==> config.mk <==
export PLATFORM = sky130hd
export DESIGN_NAME = instruction_sequencer
export DESIGN_NICKNAME = d
export VERILOG_FILES = /design/src/rtl/instruction_sequencer_pkg.sv /design/src/rtl/instruction_sequencer_bundle_fifo.sv /design/src/rtl/instruction_sequencer.sv
export SDC_FILE = /design/constraint.sdc
export NUM_CORES = 1
export LEC_CHECK = 0
export ABC_AREA = 1
export ABC_CLOCK_PERIOD_IN_PS = 13750
export BUFFER_PORTS_ARGS = -buffer_cell sky130_fd_sc_hd__buf_2
export CORE_ASPECT_RATIO = 1.2
export CORE_MARGIN = 1
export CORE_UTILIZATION = 30
export DETAILED_ROUTE_END_ITERATION = 8
export HOLD_SLACK_MARGIN = 0.1
export PLACE_DENSITY_LB_ADDON = 0.25
export SLEW_MARGIN = 30
export SYNTH_ARGS = -nofsm -noshare
export SYNTH_HDL_FRONTEND = slang
export SYNTH_HIERARCHICAL = 1
export SYNTH_SLANG_ARGS = --single-unit
==> constraint.sdc <==
create_clock -name clk_i -period 13.75 [get_ports clk_i]
set_input_delay 2.75 -clock clk_i [delete_from_list [all_inputs] [get_ports clk_i]]
set_output_delay 2.75 -clock clk_i [all_outputs]
set_load 0.005 [all_outputs]
==> src/rtl/instruction_sequencer_pkg.sv <==
// Shared types and helpers for the instruction sequencer: FSM encoding and
// address-alignment masks.
package instruction_sequencer_pkg;

    localparam int XLEN = 32;

    typedef enum logic [1:0] {
        IDLE    = 2'd0,
        WAIT    = 2'd1,
        DISCARD = 2'd2
    } sequencer_fsm_t;

    // Mask that clears the lowest 'lsbs' address bits.
    function automatic logic [XLEN-1:0] align_mask(input int unsigned lsbs);
        logic [XLEN-1:0] mask;
        mask = '1;
        return mask << lsbs;
    endfunction

endpackage

==> src/rtl/instruction_sequencer_bundle_fifo.sv <==
// Small power-of-two FIFO holding fetched bundles; supports same-cycle
// push/pop and a synchronous flush that wins over both.
module bundle_fifo #(
    parameter int WIDTH = 32,
    parameter int DEPTH = 2
) (
    input  logic                   clk_i,
    input  logic                   rst_n_i,
    input  logic                   push_i,
    input  logic                   pop_i,
    input  logic                   flush_i,
    input  logic [WIDTH-1:0]       data_i,
    output logic [WIDTH-1:0]       head_o,
    output logic                   full_o,
    output logic                   empty_o,
    output logic [$clog2(DEPTH):0] count_o
);
    localparam int PTR_W = $clog2(DEPTH);
    localparam logic [PTR_W:0] FULL_COUNT = (PTR_W + 1)'(DEPTH);

    logic [WIDTH-1:0] mem [DEPTH];
    logic [PTR_W-1:0] wr_ptr;
    logic [PTR_W-1:0] rd_ptr;
    logic [PTR_W:0]   count;
    logic             do_push;
    logic             do_pop;

    assign full_o  = (count == FULL_COUNT);
    assign empty_o = (count == '0);
    assign count_o = count;
    assign head_o  = mem[rd_ptr];
    assign do_push = push_i && !full_o && !flush_i;
    assign do_pop  = pop_i && !empty_o && !flush_i;

    always_ff @(posedge clk_i or negedge rst_n_i) begin
        if (!rst_n_i) begin
            wr_ptr <= '0;
            rd_ptr <= '0;
            count  <= '0;
        end else if (flush_i) begin
            wr_ptr <= '0;
            rd_ptr <= '0;
            count  <= '0;
        end else begin
            if (do_push) wr_ptr <= wr_ptr + 1'b1;
            if (do_pop)  rd_ptr <= rd_ptr + 1'b1;
            count <= count + {{PTR_W{1'b0}}, do_push} - {{PTR_W{1'b0}}, do_pop};
        end
    end

    always_ff @(posedge clk_i) begin
        if (do_push) mem[wr_ptr] <= data_i;
    end

endmodule

==> src/rtl/instruction_sequencer.sv <==
// Fetch-side sequencer: requests aligned blocks, buffers returned bundles and
// issues one word per cycle to decode; redirects flush and cancel fetches.
module instruction_sequencer
    import instruction_sequencer_pkg::*;
#(
    parameter int          BLOCK_WIDTH = 8,
    parameter int          DEPTH       = 2,
    parameter logic [31:0] RESET_PC    = 32'h0
) (
    input  logic                        clk_i,
    input  logic                        rst_n_i,
    input  logic                        redirect_i,
    input  logic [31:0]                 redirect_pc_i,
    output logic                        fetch_o,
    output logic [31:0]                 program_counter_o,
    output logic                        invalidate_o,
    input  logic                        stall_fetch_i,
    input  logic [BLOCK_WIDTH-1:0][31:0] bundle_i,
    input  logic                        bundle_valid_i,
    output logic [31:0]                 instruction_o,
    output logic [31:0]                 pc_o,
    output logic                        valid_o,
    input  logic                        ready_i,
    output sequencer_fsm_t              state_o
);
    localparam int          OFFSET      = $clog2(BLOCK_WIDTH);
    localparam int          ENTRY_W     = XLEN * (BLOCK_WIDTH + 1);
    localparam int          CNT_W       = $clog2(DEPTH) + 1;
    localparam logic [CNT_W-1:0] DEPTH_CNT = CNT_W'(DEPTH);
    localparam logic [31:0] BLOCK_BYTES = 32'(BLOCK_WIDTH * 4);
    localparam logic [31:0] FETCH_MASK  = align_mask(OFFSET + 2);
    localparam logic [31:0] ISSUE_MASK  = align_mask(2);

    sequencer_fsm_t state, state_next;
    logic [31:0]                  fetch_pc;
    logic [31:0]                  issue_pc;
    logic [ENTRY_W-1:0]           head_entry;
    logic [BLOCK_WIDTH-1:0][31:0] head_words;
    logic [31:0]                  head_base;
    logic [CNT_W-1:0]             fifo_count;
    logic                         fifo_full;
    logic                         fifo_empty;
    logic                         fetch_ok;
    logic                         push;
    logic                         pop;
    logic                         handshake;
    logic [OFFSET-1:0]            word_idx;

    // Decode handshake: a word transfers on a cycle where valid_o && ready_i;
    // valid_o never looks at ready_i, and a redirect drops valid_o that cycle.
    assign valid_o    = !fifo_empty && !redirect_i;
    assign handshake  = valid_o && ready_i;
    assign word_idx   = issue_pc[OFFSET+1:2];
    assign head_words = head_entry[BLOCK_WIDTH*32-1:0];
    assign head_base  = head_entry[ENTRY_W-1 -: 32];
    assign fetch_ok   = (fifo_count < DEPTH_CNT) && !stall_fetch_i;
    assign push       = (state == WAIT) && bundle_valid_i && !redirect_i && !fifo_full;
    assign pop        = handshake && (word_idx == {OFFSET{1'b1}});
    assign state_o    = state;

    bundle_fifo #(
        .WIDTH (ENTRY_W),
        .DEPTH (DEPTH)
    ) u_fifo (
        .clk_i   (clk_i),
        .rst_n_i (rst_n_i),
        .push_i  (push),
        .pop_i   (pop),
        .flush_i (redirect_i),
        .data_i  ({fetch_pc, bundle_i}),
        .head_o  (head_entry),
        .full_o  (fifo_full),
        .empty_o (fifo_empty),
        .count_o (fifo_count)
    );

    always_ff @(posedge clk_i or negedge rst_n_i) begin
        if (!rst_n_i) state <= IDLE;
        else          state <= state_next;
    end

    always_comb begin
        state_next = state;
        if (redirect_i) begin
            state_next = ((state == WAIT) || stall_fetch_i) ? DISCARD : IDLE;
        end else begin
            case (state)
                IDLE:    if (fetch_ok)       state_next = WAIT;
                WAIT:    if (bundle_valid_i) state_next = IDLE;
                DISCARD: if (!stall_fetch_i) state_next = IDLE;
                default:                     state_next = IDLE;
            endcase
        end
    end

    // Request side is held quiet while reset is asserted, even though the
    // registered state already reads IDLE.
    always_comb begin
        fetch_o           = 1'b0;
        invalidate_o      = 1'b0;
        program_counter_o = '0;
        if (rst_n_i) begin
            if (redirect_i) begin
                invalidate_o = (state == WAIT) || stall_fetch_i;
            end else if ((state == IDLE) && fetch_ok) begin
                fetch_o           = 1'b1;
                program_counter_o = fetch_pc;
            end
        end
    end

    always_ff @(posedge clk_i or negedge rst_n_i) begin
        if (!rst_n_i) begin
            fetch_pc <= RESET_PC & FETCH_MASK;
            issue_pc <= RESET_PC & ISSUE_MASK;
        end else if (redirect_i) begin
            fetch_pc <= redirect_pc_i & FETCH_MASK;
            issue_pc <= redirect_pc_i & ISSUE_MASK;
        end else begin
            if (push)      fetch_pc <= fetch_pc + BLOCK_BYTES;
            if (handshake) issue_pc <= issue_pc + 32'd4;
        end
    end

    // The head's stored base supplies the block part of pc_o; issue_pc always
    // tracks the same block, so only its in-block offset is needed here.
    always_comb begin
        instruction_o = '0;
        pc_o          = '0;
        if (valid_o) begin
            instruction_o = head_words[word_idx];
            pc_o          = {head_base[31:OFFSET+2], issue_pc[OFFSET+1:0]};
        end
    end

endmodule
== Word level (Yosys, flattened, before mapping) ==
Memories as Yosys holds them, arrays and structs flattened.
Cells that the tools add are included.

* Eq/ne operators: 7
* Magnitude comparators: 2
* Reduce and logical (&&, ||, !) cells: 24
* Multiplexer cells: 29
* Add/subtract/negate cells: 6

{| class="wikitable"
|+ Operators by type and width
! operator !! number
|-
| $mux 32 || 10
|-
| $bmux 32 s3 || 1
|-
| $add 32x3->32 const B || 1
|-
| $add 32x6->32 const B || 1
|-
| $logic_and 1x1->1 || 12
|-
| $mux 2 || 6
|-
| $mux 1 || 11
|-
| $ne 3x3->1 const B || 3
|-
| $reduce_bool 2->1 || 4
|-
| $pmux 2 s3 || 1
|-
| $eq 2x2->1 const B || 2
|-
| $logic_not 1->1 || 4
|-
| $logic_not 2->1 || 2
|-
| $lt 3x4->1 const B || 1
|-
| $eq 3x3->1 const B || 1
|-
| $reduce_and 3->1 || 1
|-
| $add 1x1->1 const B || 2
|-
| $add 2x1->2 || 1
|-
| $eq 2x1->1 const B || 1
|-
| $lt 2x2->1 const B || 1
|-
| $sub 2x1->2 || 1
|-
| $logic_or 1x1->1 || 1
|}

* RAM bits: 576
* Output and inout bits: 101
* Register bits: 70
* Memories: 1

{| class="wikitable"
|+ Memory list
! memory !! words !! bits a word !! read ports !! clocked after memory_dff !! wr ports !! line !! text
|-
| u_fifo.mem || 2 || 288 || 1 || 0 || 1 || instruction_sequencer_bundle_fifo.sv:21 || <nowiki>logic [WIDTH-1:0] mem [DEPTH];</nowiki>
|}

== Longest topological paths before layout ==
* Depth in word-level cells: 9
* Mapped depth: 15
* Mapped depth without buffers: 14

== By module ==
Netlist, hierarchy kept.

{| class="wikitable"
|+ Modules (own cells, without submodules)
! module !! instances !! area each (sq um) !! sequential area each (sq um) !! cells an instance
|-
| bundle_fifo || 1 || 21105.2 || 17396.7 || 1540
|-
| instruction_sequencer || 1 || 4924.7 || 800.8 || 891
|}

== Least setup slack after synthesis ==
Ideal clock, no wire load.

* Path kind: input to register
* From: input port redirect_i
* To: memory u_fifo/mem[1][0] (netlist bit) (enable)
* Buffers on the path: 2
* Slack: -2.814 ns
* Data arrival time: 15.622 ns
* Cell stages on the path: 8
* Data required time: 12.808 ns
* Cell sequence: buf_6 inv_6 nand3_4 inv_1 buf_2 a21boi_0 nand2_1 nor2_1

* Longest elaborated chain between the ends: 7

{| class="wikitable"
|+ RTL lines
! item !! line !! text
|-
| from (decl) || instruction_sequencer.sv:12 || <nowiki>input logic redirect_i,</nowiki>
|-
| $logic_not 1->1 || instruction_sequencer.sv:57 || <nowiki>assign push = (state == WAIT) && bundle_valid_i && !redirect_i && !fifo_full;</nowiki>
|-
| $logic_and 1x1->1 (2 in series) || instruction_sequencer.sv:57 ||
|-
| named net push || instruction_sequencer.sv:44 || <nowiki>logic push;</nowiki>
|-
| $logic_and 1x1->1 (2 in series) || instruction_sequencer_bundle_fifo.sv:32 || <nowiki>assign do_push = push_i && !full_o && !flush_i;</nowiki>
|-
| $mux 1 || instruction_sequencer_bundle_fifo.sv:52 || <nowiki>if (do_push) mem[wr_ptr] <= data_i;</nowiki>
|-
| $mux 1 (implied by the code) || instruction_sequencer_bundle_fifo.sv:52 ||
|-
| to (decl) || instruction_sequencer_bundle_fifo.sv:21 ||
|}

The timed path passes the listed nets, and every way through them passes these cells.

== Final worst setup path ==
* From: input port redirect_i
* To: output port instruction_o[23]

* Longest elaborated chain between the ends: 3

{| class="wikitable"
|+ RTL lines
! item !! line !! text
|-
| $logic_not 1->1 || instruction_sequencer.sv:51 || <nowiki>assign valid_o = !fifo_empty && !redirect_i;</nowiki>
|-
| $logic_and 1x1->1 || instruction_sequencer.sv:51 ||
|-
| $mux 32 || instruction_sequencer.sv:130 || <nowiki>if (valid_o) begin</nowiki>
|-
| to (decl) || instruction_sequencer.sv:20 || <nowiki>output logic [31:0] instruction_o,</nowiki>
|}

No other way between the ends.

==> summary.txt <==
FMAX = 129 MHz
via count = 17887
Power Density = 135 nW/um^2
DR iter-0 viols = 1066
1st-pass router iterations = 5
Avg Inst Size Synth = 10.7 um^2
Final nets = 3056
Post-Route WL = 76200 um
Fin. Hold Viols = 0
antenna-violating nets left = 0
vias in the first global route = 16987
post-layout util = 36.3%
total grt overflow = 0
status = completed
post-layout min period = 7720 ps
CTS tree = yes
met2 Resource Use GR = 30.7%
setup TNS = 0 ps
final setup fails = 0
Vias per Instance = 4.53
Post-Syn Instances = 2406
post-CTS sizing = 0
IO Count = 395
post-cts hold buffer count = 0
initial antenna violation count = 36
Setup Crit Path Kind = in -> out
later-pin clock latency in the skew report = 600 ps
Initial Util = 30.3%
row count = 117
Final Max Slew Viols = 0
worst rel slew slack = 32.7%
final setup skew = 22.2 ps
fill count = 8475
grt met1 use = 20.7%
Peak VDD IR = 0.0000822 V
Clock Sinks = 602
clk root buf = clkbuf_16
Ys Warns = 6
first-pass GRT wire length = 110000 um
Die X = 269 um
maxcap violations = 0
unrepaired setup endpoints after global routing = false
Setup Fix Bufs, Post-CTS = 0
DRC viols = 0
actual slew at the worst max-slew pin = 1010 ps
grt peak-use layer = met2
clk slew on worst S/H paths = 60 ps
critical path arrival = 4970 ps
# port buffers = 385
Critical Path End Type = output pin
GRT Overall Usage = 17.4%
Critical Path RT = 11000 ps
Max Root-Sink Buffers = 3
die height = 322 um
Core ar. = 84800 um^2
met3 Use GR = 4.63%
leakage power = 0.0125 uW
Mapped Area = 25700 um^2
Tcrit/Tclk final = 56.2%
H-tree lvl count = 3
Area Overhead vs Synth = 20.0%
kind of start point of the critical path = input port
hpwl dp = 48900 um
Tot Pwr = 4160 uW
Hold Crit Class = reg -> reg
WL per Instance = 19.3 um
largest net degree at the start of global routing = 153
layout cells sized above 1 = 19.5%
CP Max Fanout = 40
CTS buffer count = 67
routability congestion estimate = 0.820
die area = 86800 um^2
==> flip-flops by register name, summed over array words and instances (netlist names) <==
signal,cells
issue_pc,3
u_fifo/rd_ptr,1
state_o,2
fetch_pc,27
u_fifo/mem,566
u_fifo/wr_ptr,1
u_fifo/count_o,2
==> critical path: stages <==
cell and delay [ps]:
buf_2 90, buf_4 290, nor2_4 220, buf_4 390
nand2_1 110, inv_2 590, nand2_1 110, nand2_1 230
buf_2 160
==> report_power, final <==
part	switching, uW	internal (uW)	leakage [uW]
logic	197	91.0	0.00591
clock network	741	1070	0.00107
registers	32.2	2030	0.00553
==> placed cells by master (no fill, tap or decap), drive strengths merged, types with 6 or more instances in the layout <==
cell type	count
conb	7
bufinv	6
a22oi	16
nand3	68
dfrtp	36
diode	9
o22ai	64
nor2	232
o21ai	143
edfxtp	566
inv	87
clkinv	20
clkbuf	85
buf	409
nand2	1032
==> per-stage QoR <==
stage | cell area [um^2] | setup slack (ps) | instances | hold slack [ps]
4_1_cts | 30700 | 5960 | 3937 | 536
3_3_place_gp | 28500 | 5970 | 3817 | 518
2_1_floorplan | 25700 | 2200 | 2412 | 470
5_1_grt | 30800 | 5760 | 3943 | 563
3_5_place_dp | 28500 | 5960 | 3817 | 520
6_report | 30800 | 6030 | 3947 | 546
==> per-layer routing <==
layer / vias up / wire [um]
met2: 415 / 39100
met4: 36 / 1260
met3: 127 / 4650
met5: - / 234
met1: 8516 / 31000
li1: 8793 / -
==> area by class of cell <==
type	instances	area, um^2	area share, %
sequential	602	17900	58.2
multi-input combinational	1594	6740	21.9
timing repair buffer	409	2160	7.02
clock buffer	85	1840	5.97
tap	1130	1410	4.59
clock inverter	35	374	1.21
inverter	83	338	1.10
antenna	9	22.5	0.0731
==> final timing paths <==
| path | startpoint | to | slack (ps) | cells past startpoint |
|---|---|---|---|---|
| worst max register to register | u_fifo/count_o[1]$_DFF_PN0_ | u_fifo/mem[0][78]$_DFFE_PP_ | 9310 | 9 |
| worst min register to register | fetch_pc[31]$_DFFE_PN0P_ | u_fifo/mem[1][287]$_DFFE_PP_ | 550 | 0 |
| worst min-delay path | fetch_pc[31]$_DFFE_PN0P_ | u_fifo/mem[1][287]$_DFFE_PP_ | 550 | 0 |
| max in group asynchronous | rst_n_i | issue_pc[3]$_DFFE_PN0P_ | 11080 | 2 |
| min in group asynchronous | rst_n_i | fetch_pc[23]$_DFFE_PN0P_ | 2210 | 2 |
| worst max-delay path | redirect_i | instruction_o[23] | 6030 | 9 |
Power figures use the tool's default switching activity.
